### config.mk
export PLATFORM = sky130hd
export DESIGN_NAME = char_normalizer
export DESIGN_NICKNAME = d
export VERILOG_FILES = /design/src/rtl/char_normalizer.sv
export SDC_FILE = /design/constraint.sdc
export NUM_CORES = 1
export LEC_CHECK = 0
export ABC_AREA = 1
export BUFFER_PORTS_ARGS = -buffer_cell sky130_fd_sc_hd__buf_2
export CORE_ASPECT_RATIO = 1.25
export CORE_MARGIN = 2
export CORE_UTILIZATION = 42
export DETAILED_ROUTE_END_ITERATION = 7
export SYNTH_ARGS = -nofsm -noshare
export SYNTH_HDL_FRONTEND = slang
export SYNTH_SLANG_ARGS = --single-unit
### constraint.sdc
create_clock -name clk -period 3.2 [get_ports clk]
set_clock_uncertainty 0.2 [all_clocks]
set_input_delay 0.64 -clock clk [delete_from_list [all_inputs] [get_ports clk]]
set_output_delay 0.64 -clock clk [all_outputs]
set_load 0.005 [all_outputs]
### src/rtl/char_normalizer.sv
// ============================================================================
// char_normalizer
// ----------------------------------------------------------------------------
// Character stream normalizer sitting in front of the block checker.
//
// Every accepted character is classified as whitespace (0x20, 0x09, 0x0A,
// 0x0D) or text. A two-state FSM remembers the class of the last accepted
// character so that each run of whitespace collapses to one 0x20. Surplus
// whitespace is accepted but discarded and counted in ws_drop_cnt. Written
// characters go through a DEPTH-entry FIFO with a valid/ready handshake on
// both sides.
//
// Optional feature (compile-time macro CHAR_NORMALIZER_CASE_FOLD_EN):
//   defined   -> 'A'..'Z' are stored as 'a'..'z'
//   undefined -> text is stored unchanged
//
// Parameters
//   DEPTH        FIFO entry count, power of two, >= 2 (default 8)
//
// Ports
//   clk          rising-edge clock
//   reset        asynchronous active-low reset
//   in_valid     upstream character present on in_char
//   in_char[7:0] upstream ASCII character
//   in_ready     block accepts a character this cycle (registered state only)
//   out_valid    out_char holds a normalized character (FIFO non-empty)
//   out_char[7:0] FIFO head entry
//   out_ready    downstream consumes out_char this cycle
//   ws_drop_cnt[7:0] discarded whitespace count since reset, saturates at 255
// ============================================================================
module char_normalizer #(
    parameter int DEPTH = 8
) (
    input  logic       clk,
    input  logic       reset,
    input  logic       in_valid,
    input  logic [7:0] in_char,
    output logic       in_ready,
    output logic       out_valid,
    output logic [7:0] out_char,
    input  logic       out_ready,
    output logic [7:0] ws_drop_cnt
);

    localparam int PTR_W = (DEPTH > 2) ? $clog2(DEPTH) : 1;
    localparam int CNT_W = PTR_W + 1;
    localparam logic [CNT_W-1:0] FULL_CNT = CNT_W'(DEPTH);

    typedef enum logic {
        S_TEXT  = 1'b0,
        S_SPACE = 1'b1
    } state_t;

    // ------------------------------------------------------------------------
    // Helper functions
    // ------------------------------------------------------------------------
    function automatic logic is_ws(input logic [7:0] c);
        return (c == 8'h20) || (c == 8'h09) || (c == 8'h0A) || (c == 8'h0D);
    endfunction

    function automatic logic [7:0] fold_char(input logic [7:0] c);
`ifdef CHAR_NORMALIZER_CASE_FOLD_EN
        if ((c >= 8'h41) && (c <= 8'h5A)) begin
            return c + 8'h20;
        end
        return c;
`else
        return c;
`endif
    endfunction

    // Saturating 8-bit increment for the drop counter.
    function automatic logic [7:0] sat_inc8(input logic [7:0] v);
        return (v == 8'hFF) ? v : (v + 8'h01);
    endfunction

    // ------------------------------------------------------------------------
    // State
    // ------------------------------------------------------------------------
    state_t            state_q;
    state_t            state_d;
    logic [PTR_W-1:0]  head_q;
    logic [PTR_W-1:0]  tail_q;
    logic [CNT_W-1:0]  count_q;
    logic [7:0]        drop_q;
    // Cleared by reset, set on the first edge afterwards; holds in_ready low
    // while reset is asserted without routing reset into the ready path.
    logic              live_q;
    logic [7:0]        mem [DEPTH];

    logic              accept;
    logic              char_ws;
    logic              push;
    logic              drop;
    logic              pop;
    logic [7:0]        wdata;

    // ------------------------------------------------------------------------
    // Handshake
    // ------------------------------------------------------------------------
    assign in_ready  = live_q && (count_q != FULL_CNT);
    assign out_valid = (count_q != '0);
    assign out_char  = mem[head_q];

    assign accept  = in_valid && in_ready;
    assign char_ws = is_ws(in_char);
    assign pop     = out_valid && out_ready;
    assign wdata   = char_ws ? 8'h20 : fold_char(in_char);

    // ------------------------------------------------------------------------
    // FSM: next state and write/drop decision
    // ------------------------------------------------------------------------
    always_comb begin
        state_d = state_q;
        push    = 1'b0;
        drop    = 1'b0;
        if (accept) begin
            if (!char_ws) begin
                push    = 1'b1;
                state_d = S_TEXT;
            end else if (state_q == S_TEXT) begin
                push    = 1'b1;
                state_d = S_SPACE;
            end else begin
                // Repeated whitespace: handshake completes, nothing stored.
                drop    = 1'b1;
                state_d = S_SPACE;
            end
        end
    end

    always_ff @(posedge clk or negedge reset) begin
        if (!reset) begin
            state_q <= S_TEXT;
        end else begin
            state_q <= state_d;
        end
    end

    // ------------------------------------------------------------------------
    // FIFO control: pointers, occupancy, drop counter
    // ------------------------------------------------------------------------
    always_ff @(posedge clk or negedge reset) begin
        if (!reset) begin
            live_q  <= 1'b0;
            head_q  <= '0;
            tail_q  <= '0;
            count_q <= '0;
            drop_q  <= '0;
        end else begin
            live_q <= 1'b1;
            // DEPTH is a power of two, so natural pointer overflow wraps.
            if (push) begin
                tail_q <= tail_q + PTR_W'(1);
            end
            if (pop) begin
                head_q <= head_q + PTR_W'(1);
            end
            if (push && !pop) begin
                count_q <= count_q + CNT_W'(1);
            end else if (pop && !push) begin
                count_q <= count_q - CNT_W'(1);
            end
            if (drop) begin
                drop_q <= sat_inc8(drop_q);
            end
        end
    end

    assign ws_drop_cnt = drop_q;

    // ------------------------------------------------------------------------
    // FIFO storage (not reset; out_char is don't-care while empty)
    // ------------------------------------------------------------------------
    always_ff @(posedge clk) begin
        if (push) begin
            mem[tail_q] <= wdata;
        end
    end

endmodule
==> flow_summary.yaml <==
grt:
  overflow: 0
  wire_length_of_the_first_global_routing_pass_mm: 12.4
  maximum_number_of_pins_on_one_net_before_global_route_repair: 33
  grt_usage_pct: 16.9
  grt_pass1_vias: 2430
  antenna_found_initial: 0
routing:
  post_drt_wl_per_cell_um: 15.2
  totalWireLength_mm: 7.70
  route.layer.met1.wl_mm: 3.47
  drt_pass1_iterations: 4
  viasPerCell: 4.94
  top_layer_used: "met4"
  drt_iter0_markers: 170
  antenna_left: 0
  detail_route.drc_violations: 0
  via_count: 2496
  route.met3.wl_um: 184
  detailroute.wirelength.met2_mm: 3.89
yosys:
  yosys-mux-area-fraction_pct: 4.76
  main_combinational_cell_family_by_area_after_synthesis: "simple AND/OR/NAND/NOR gates"
  yosysSeqAreaShare_pct: 63.1
  mappedNetlistNets: 359
  synth-main-ff-cell: "sky130_fd_sc_hd__edfxtp_1"
  synth_enable_flop_cells: 64
  post_synth_top_cells: "73 x sky130_fd_sc_hd__nand2_1, 64 x sky130_fd_sc_hd__edfxtp_1, 36 x sky130_fd_sc_hd__nor2_1, 21 x sky130_fd_sc_hd__o21ai_0, 20 x sky130_fd_sc_hd__dfrtp_1"
  ys_seq_elements: 84
  synth-simple-area-share_pct: 17.2
  syn_avg_cell_area_um2: 11.3
  synthXorXnorAreaFrac_pct: 2.28
  yosysWarningCount: 0
  synth_cell_types: 35
  post-synth-top-count-cell: "sky130_fd_sc_hd__nand2_1"
  mappedNetlistArea_mm2: 0.00384
  yosys-top-cells-area: "sky130_fd_sc_hd__edfxtp_1 50%, sky130_fd_sc_hd__dfrtp_1 13%, sky130_fd_sc_hd__nand2_1 7.1%"
  synth-compound-area-share_pct: 6.26
  synthDominantAreaCellType: "sky130_fd_sc_hd__edfxtp_1"
  synth-async-reset-ratio_pct: 23.8
  synth_area_in_adders_pct: 2.48
  post-synth-top-area-fraction_pct: 50.1
  synthesis.instances: 340
critical_path:
  worstSetupPathType: "in2reg"
  cp_data_arrival_time_ns: 2.75
  cp_slowest_stage_delay_ns: 0.30
  cpMostUsedCell: "sky130_fd_sc_hd__nand2_1"
  end_kind: "flip-flop"
  critical_path.top_delay_family: "simple AND/OR/NAND/NOR gates"
  worst_path_max_delay_cell: "sky130_fd_sc_hd__ha_1"
  series_of_cell_instances_along_the_critical_path: "buf_2, nor2_1, nand2_1, nor2_2, nand3_2, nand2_4, inv_6, ha_1, inv_1, ha_1, a21oi_1, nand2_1, a21oi_1, o21ai_0, nand2_1, nand2_1"
  crit_required_ns: 3.22
  register_to_register_setup_slack_ns: 0.56
  critical_path_peak_fanout: 10
  cp.buffers_inverters: 3
  critPathLaunchType: "input port"
cts:
  post_cts_hold_buffer_count: 0
  cts-htree-levels: 3
  cts-buffers-inserted: 9
  clk_transition_reported_paths_ns: 0.06
  clk-insertion-delay-late_ns: 0.33
  cts_resized: 0
  cts_tree: "built"
  clkSinkCount: 84
  clk_path_buf_depth: 2
  post_cts_buffers: 0
  cts_root_buf: "sky130_fd_sc_hd__clkbuf_16"
run_status:
  outcome: "complete, no violations"
finish:
  antenna_cells_inserted: 0
  finish.cell_count_without_fillers: 505
  fin_util_pct: 49.3
  synthToLayoutAreaGrowth_pct: 15.9
  fillerInstances: 832
  drive_gt1_share_pct: 19.4
  final_nets: 396
placement:
  hpwl_mm: 5.20
  port-buffer-count: 29
  preCtsSetupSlack_ns: 0.138
  gpl.final_weighted_congestion: 0.875
  place_inst: 489
die:
  core_area_mm2: 0.00903
  chipWidth_um: 89.5
  design.portCount: 30
  initial_core_util_pct: 42.5
  num_rows: 39
  die_height_um: 111
  floorplan.die_area_mm2: 0.00993
timing:
  final.min_clock_period_ns: 2.73
  finalWorstSetupSlack_ns: 0.469
  finalHoldViolCount: 0
  hold_slack_ns: 0.0568
  timing.fmax_mhz: 366
  timing.slew.headroom_pct: 58.1
  maxSlewViolCount: 0
  tightestPinTransition_ns: 0.626
  timing.setup.tns_ns: 0
  grt_setup_unrepaired: "no"
  setup-violations-final: 0
  timing.final.crit_share_pct: 85.3
pwr:
  p_per_area_mw_per_mm2: 787
  leakage_nw: 1.82
  peakVddDrop_mv: 0.419
flow_run:
  maxCapViolations: 0
worst_hold_path:
  holdCritPathClass: "in2async"
## power by group
| group | switching, mW | internal (mW) | leakage [nW] |
|---|---|---|---|
| Clock | 0.422 | 0.613 | 0.144 |
| Sequential | 0.0979 | 1.30 | 0.836 |
| Combinational | 0.644 | 0.425 | 0.837 |
## worst paths after layout
check	from	end	cells after the start
hold / removal	reset	ws_drop_cnt[7]	1
setup / recovery	in_char[7]	count_q[3]	16
min in group clk	count_q[3]	count_q[3]	2
setup reg to reg	count_q[3]	count_q[3]	16
hold reg to reg	count_q[3]	count_q[3]	2
max in group asynchronous	reset	head_q[2]	1
## through the flow
stage               cell area (um2)  power, mW
floorplan                      3840       2.17
global placement               4150       2.48
detailed placement             4150       2.50
CTS                            4450       3.55
global route                   4450       3.74
finish                         4450       3.50
## kinds of logic after synthesis
family | count (synthesis)
other cells | 1
buf+inv | 34
fa+ha+maj | 7
compound gates | 43
mux | 18
simple gates | 143
xor+xnor | 10
flops | 84
## registers in the layout (all words and copies together), names as in the netlist
| register | count |
|---|---|
| mem | 64 |
| live_q | 1 |
| tail_q | 3 |
| ws_drop_cnt | 8 |
| count_q | 4 |
| head_q | 3 |
| state_q | 1 |
## cells in the final DEF (no fill, tap or decap), types with 3 or more instances in the layout
cell | synthesis | final
sky130_fd_sc_hd__xor2_1 | 6 | 6
sky130_fd_sc_hd__o21ai_0 | 21 | 21
sky130_fd_sc_hd__mux2i_1 | 16 | 16
sky130_fd_sc_hd__o22ai_1 | 16 | 16
sky130_fd_sc_hd__nor3_1 | 4 | 4
sky130_fd_sc_hd__nand3_1 | 11 | 11
sky130_fd_sc_hd__clkbuf_16 | 0 | 9
sky130_fd_sc_hd__nor2_2 | 5 | 5
sky130_fd_sc_hd__xnor2_1 | 4 | 4
sky130_fd_sc_hd__inv_6 | 1 | 3
sky130_fd_sc_hd__ha_1 | 6 | 6
sky130_fd_sc_hd__a21oi_1 | 4 | 4
sky130_fd_sc_hd__nor2_4 | 3 | 3
sky130_fd_sc_hd__buf_2 | 4 | 29
sky130_fd_sc_hd__edfxtp_1 | 64 | 64
sky130_fd_sc_hd__buf_4 | 2 | 9
sky130_fd_sc_hd__inv_1 | 17 | 17
sky130_fd_sc_hd__nand2_1 | 73 | 73
sky130_fd_sc_hd__nor2_1 | 36 | 36
sky130_fd_sc_hd__dfrtp_1 | 20 | 20
sky130_fd_sc_hd__nand2_2 | 3 | 3
## layer usage
metal  global-route usage (%)  up-vias
met5                        0        -
met4                     7.16        0
met3                     3.13       10
met2                     27.3       38
met1                     22.1     1199
li1                         -     1249
## area by class of cell
class / count / area, um2 / area share, %
sequential: 84 / 2420 / 54.4
multi-input combinational: 222 / 1270 / 28.6
clock buffer: 10 / 229 / 5.15
timing repair buffer: 38 / 213 / 4.78
tap: 123 / 154 / 3.46
inverter: 22 / 87.6 / 1.97
clock inverter: 6 / 72.6 / 1.63
Note: power is estimated with default switching activity, not from simulation.
